## src/rtl/programmable_clock_gen.sv

```systemverilog
// Programmable clock divider with shadowed period/high-time config, rising-edge counter.
// Optional CLKGEN_MATCH_IRQ_EN adds a sticky match interrupt on the edge counter.
module programmable_clock_gen #(
  parameter int DIV_W = 16,
  parameter int CNT_W = 32
) (
  input  logic             clk,
  input  logic             rst_n,
  input  logic             en,
  input  logic [DIV_W-1:0] div_i,
  input  logic [DIV_W-1:0] high_i,
  input  logic             cfg_load,
  input  logic             cnt_clr,
  output logic             clk_out,
  output logic             rise_pulse,
  output logic [CNT_W-1:0] rising_edge_count,
  output logic             cfg_pending
`ifdef CLKGEN_MATCH_IRQ_EN
  ,
  input  logic [CNT_W-1:0] match_val,
  output logic             match_irq
`endif
);

  localparam logic [DIV_W-1:0] ONE = DIV_W'(1);
  localparam logic [DIV_W-1:0] TWO = DIV_W'(2);

  typedef enum logic {IDLE, RUN} state_t;

  state_t           state, state_nxt;
  logic [DIV_W-1:0] div_act, high_act, div_sh, high_sh, phase;
  logic [DIV_W-1:0] div_san, high_san;
  logic [CNT_W-1:0] count_inc;
  logic             period_end, start;

  always_comb begin
    div_san = (div_i < TWO) ? TWO : div_i;
    if (high_i == '0)
      high_san = ONE;
    else if (high_i >= div_san)
      high_san = div_san - ONE;
    else
      high_san = high_i;
  end

  assign period_end = (state == RUN) && (phase == div_act - ONE);
  assign count_inc  = rising_edge_count + CNT_W'(1);

  // A period starts either from idle or on the wrap edge, only while en is high.
  always_comb begin
    state_nxt = state;
    start     = 1'b0;
    case (state)
      IDLE: begin
        if (en) begin
          start     = 1'b1;
          state_nxt = RUN;
        end
      end
      RUN: begin
        if (period_end) begin
          if (en) start = 1'b1;
          else    state_nxt = IDLE;
        end
      end
      default: state_nxt = IDLE;
    endcase
  end

  always_ff @(posedge clk) begin
    if (!rst_n) begin
      state             <= IDLE;
      phase             <= '0;
      clk_out           <= 1'b0;
      rise_pulse        <= 1'b0;
      rising_edge_count <= '0;
      cfg_pending       <= 1'b0;
      div_act           <= TWO;
      high_act          <= ONE;
      div_sh            <= TWO;
      high_sh           <= ONE;
    end else begin
      state      <= state_nxt;
      rise_pulse <= start;

      if (start) begin
        phase   <= '0;
        clk_out <= 1'b1;
        if (cfg_pending) begin
          div_act  <= div_sh;
          high_act <= high_sh;
        end
      end else if (state == RUN && !period_end) begin
        phase   <= phase + ONE;
        clk_out <= (phase + ONE) < high_act;
      end else begin
        phase   <= '0;
        clk_out <= 1'b0;
      end

      // A load on a start edge lands in the shadow after the old shadow was applied.
      if (cfg_load) begin
        div_sh      <= div_san;
        high_sh     <= high_san;
        cfg_pending <= 1'b1;
      end else if (start) begin
        cfg_pending <= 1'b0;
      end

      if (cnt_clr)
        rising_edge_count <= '0;
      else if (start)
        rising_edge_count <= count_inc;
    end
  end

`ifdef CLKGEN_MATCH_IRQ_EN
  always_ff @(posedge clk) begin
    if (!rst_n)
      match_irq <= 1'b0;
    else if (cnt_clr)
      match_irq <= 1'b0;
    else if (start && count_inc == match_val)
      match_irq <= 1'b1;
  end
`endif

endmodule

```

## config.mk

```make
export PLATFORM = sky130hd
export DESIGN_NAME = programmable_clock_gen
export DESIGN_NICKNAME = d
export VERILOG_FILES = /design/src/rtl/programmable_clock_gen.sv
export SDC_FILE = /design/constraint.sdc
export NUM_CORES = 1
export LEC_CHECK = 0
export CORE_ASPECT_RATIO = 1.25
export CORE_UTILIZATION = 41
export CTS_BUF_LIST = sky130_fd_sc_hd__clkbuf_4
export CTS_CLUSTER_DIAMETER = 200
export DETAILED_ROUTE_END_ITERATION = 6
export HOLD_SLACK_MARGIN = 0.1
export PLACE_DENSITY = 0.73
export SETUP_SLACK_MARGIN = 0.4
export SYNTH_ARGS = -nofsm -noshare
export SYNTH_HDL_FRONTEND = slang
export SYNTH_SLANG_ARGS = --single-unit
```

## constraint.sdc

```tcl
create_clock -name clk -period 5.4 [get_ports clk]
set_clock_uncertainty 0.2 [all_clocks]
set_input_delay 1.35 -clock clk [delete_from_list [all_inputs] [get_ports clk]]
set_output_delay 1.35 -clock clk [all_outputs]
set_load 0.01 [all_outputs]
```

==> results_dict.tcl <==
set metrics [dict create \
    synth_async_sr_flop_share 0 \
    placed_cell_area_um2 7320 \
    place_hpwl_um 11400 \
    rsz0062_at_grt "no" \
    postSynthNetCount 842 \
    fillerInstances 1447 \
    routed_wl_um 15400 \
    sequential_cell_area_um2 2320 \
    synth.mux.area_fraction 0.0485 \
    synth_top_cells_by_count "dfxtp_1, nand2_1, nand3_1" \
    numCtsBuffers 17 \
    post-route-drc-count 0 \
    holdCritPathClass "reg -> reg" \
    yosys.area.top_type_share 0.363 \
    num_rows 50 \
    end_kind "flop" \
    die_height_um 142 \
    vias 5668 \
    clock_insertion_delay_worst_skew_ns 0.54 \
    clockBufferDepth 2 \
    post_synth_xor_area_fraction 0.0767 \
    worst-slew-pin-transition_ns 0.909 \
    placeableCoreArea_um2 15100 \
    global_route_wire_length_before_repair_um 25800 \
    max_cap_violations 0 \
    share_of_final_layout_standard_cells_stronger_than_drive_strength_1 0.0636 \
    share_seq_of_total_power 0.466 \
    synth.yosys.seq_area_share 0.363 \
    fp.dieW_um 114 \
    postSynth.topFlopCell "dfxtp_1" \
    hold-path-cell-count 2 \
    antenna_found_initial 1 \
    synth_cells 770 \
    first_pass_drt_iterations 5 \
    num_io_pins 72 \
    syn-cell-area_um2 6390 \
    synth.largest_area_cell "dfxtp_1" \
    power.density_cell_area_nw_per_um2 250 \
    tritoncts "yes" \
    gp_congestion 0.902 \
    setup.reg_to_reg.worst_slack_ns 1.18 \
    synth_simple_gate_area_frac 0.257 \
    required_ns 5.65 \
    synth_compound_gate_area_share 0.138 \
    worst_ir_drop_vdd_uv 109 \
    area_delta_synth_final_pct 20.7 \
    achievable-frequency_mhz 213 \
    setup_tns_final_ns 0 \
    main_combinational_cell_family_by_area_after_synthesis "simple AND/OR/NAND/NOR gates" \
    layout.nets 908 \
    antenna_left 0 \
    switching_power_total_mw 0.485 \
    pwr-share-comb 0.120 \
    period_minus_slack_ns 4.69 \
    outcome "complete, no violations" \
    p_int_mw 1.44 \
    final_setup_violation_count 0 \
    overall_track_demand_over_capacity_in_global_routing 0.202 \
    rr_worst_depth 8 \
    path_max_fanout 7 \
    design.die.area_um2 16100 \
    worst_setup_hold_path_clk_slew_ns 0.11 \
    cts_root_buf "clkbuf_4" \
    timing_max_transition_violations_final 0 \
    drt_first_iter_violations 369 \
    design_area_um2 7720 \
    synth_enable_flop_cells 0 \
    maximum_number_of_pins_on_one_net_before_global_route_repair 77 \
    synthAdderAreaFrac 0.0685 \
    numPortBuffers 71 \
    slew-limit-headroom 0.392 \
    cts.sink_count 116 \
    synth_area_per_cell_um2 8.30 \
    count_of_final_hold_check_violations 0 \
    avgRoutedWirePerCell_um 14.5 \
    critical_path.max_stage_delay_ns 0.61 \
    crit_path_cell_trace "clkdlybuf4s50_1 -> or4_1 -> nand3b_1 -> nor2_1 -> nand2_1 -> o31ai_1 -> inv_1 -> ha_1 -> nand2b_1 -> a21oi_1 -> o21ai_0 -> a31o_2 -> a21oi_1 -> o31ai_4 -> buf_4 -> and2_0 -> o31ai_1" \
    synth-seq-cells 116 \
    gr-total-overflow 0 \
    first_global_vias 5292 \
    final_min_period_over_clock_period 0.869 \
    cp-start-kind "input port" \
    yosysMostFrequentCell "dfxtp_1" \
    synth_cell_types 51 \
    dp.cells 1022 \
    clock_power_share 0.414 \
    power_leakage_nw 2.98 \
    finalNonFillerCells 1058 \
    combined_area_of_the_multi_input_logic_cells_um2 3770 \
    crit_type "in -> reg" \
    initial_utilization 0.424 \
    ys.warnings.count 0 \
    ctsHoldBuffers 0 \
    cts_max_level 4 \
    timing.critical_path.arrival_ns 4.94 \
    switching_share 0.252 \
    route.detailed.vias_per_inst 5.36 \
    cp_max_delay_cell "or4_1" \
    postCtsResizedCells 0 \
    synthTopCellsByArea "dfxtp_1, ha_1, nand2_1" \
]
worst max-delay path, delay by kind of cell:
family	cells	cell delay, ns
buf+inv	3	0.72
fa+ha+maj	1	0.27
compound gates	7	1.26
simple gates	6	1.35
per-layer routing:
metal / wire length, µm / global-route usage / up-vias
li1: - / - / 2887
met1: 6890 / 0.243 / 2620
met2: 7510 / 0.342 / 131
met3: 590 / 0.0461 / 30
met4: 398 / 0.0921 / 0
met5: 0 / 0 / -
layout by cell type, fill, tap and decap left out, types with 3 or more instances in the layout:
cell               n
xnor2_1           37
clkinvlp_4         3
dfxtp_1          116
nand3_1           60
a21o_1             9
mux2i_1           31
clkdlybuf4s50_1   70
inv_1             40
a21oi_1           20
xor2_1            19
o21a_1             3
nor2b_1           21
o41ai_1            7
o211ai_1           8
clkbuf_4          17
or3_1              8
nand2_1           92
buf_4             16
and2_1             6
or4_1             10
nor4_1            11
nor3_1            17
o311ai_0           7
clkinv_1           4
and3_1            20
nand4_1           15
o31ai_1            4
and4_1             5
nor2_1            28
ha_1              35
bufinv_16          6
nand2b_1          14
o21ai_0           58
sequential cells by signal, summed over array words and instances, names as in the netlist:
name	count
rising_edge_count	32
div_act	16
div_sh	16
high_act	16
high_sh	16
phase	16
cfg_pending	1
clk_out	1
rise_pulse	1
state	1
per-stage QoR:
stage | worst slack [ns] | hold WS [ns] | power (mW) | utilization
after floorplan | 0.462 | 0.225 | 1.06 | -
after global placement | -0.148 | 0.238 | 1.14 | 0.485
after detailed placement | -0.241 | 0.242 | 1.14 | 0.485
after CTS | 0.728 | 0.261 | 1.94 | 0.512
after global routing | 0.433 | 0.272 | 2.01 | 0.512
final | 0.706 | 0.257 | 1.93 | 0.512
path summary, 6_finish.rpt:
path,startpoint,endpoint
max,div_i[6],high_sh[1]$_SDFFE_PN0P_
min,high_sh[2]$_SDFFE_PN0P_,high_act[2]$_SDFFE_PN0P_
max reg2reg,div_act[0]$_SDFFE_PN0P_,rising_edge_count[16]$_SDFFE_PP0P_
min reg2reg,high_sh[2]$_SDFFE_PN0P_,high_act[2]$_SDFFE_PN0P_
power groups by stage:
stage,clock (mW),sequential [mW],combinational [mW]
floorplan,0,0.913,0.144
global placement,0,0.918,0.223
detailed placement,0,0.919,0.225
CTS,0.813,0.899,0.233
global route,0.850,0.903,0.257
finish,0.798,0.899,0.232
what timing repair did:
| item | 4_1_cts | 5_1_grt |
|---|---|---|
| hold endpoints to repair | 0 | 0 |
| setup endpoints to repair | 14 | 0 |
| setup buffers | 3 | 0 |
logic make-up (layout without fill, tap and decap cells):
family,after synthesis,after routing
AO/OA/AOI/OAI,135,135
XOR/XNOR,56,56
adder cells (fa/ha/maj),35,35
buffers and inverters,81,160
flip-flops,116,116
multiplexers,31,31
other,0,1
AND/OR/NAND/NOR,316,316
layout make-up:
type | instances | area share
multi-input combinational | 573 | 0.489
sequential | 116 | 0.301
timing repair buffer | 88 | 0.110
tap | 208 | 0.0337
clock inverter | 15 | 0.0305
inverter | 40 | 0.0195
clock buffer | 17 | 0.0165
antenna | 1 | 0.000324
Note: power is estimated with default switching activity, not from simulation.
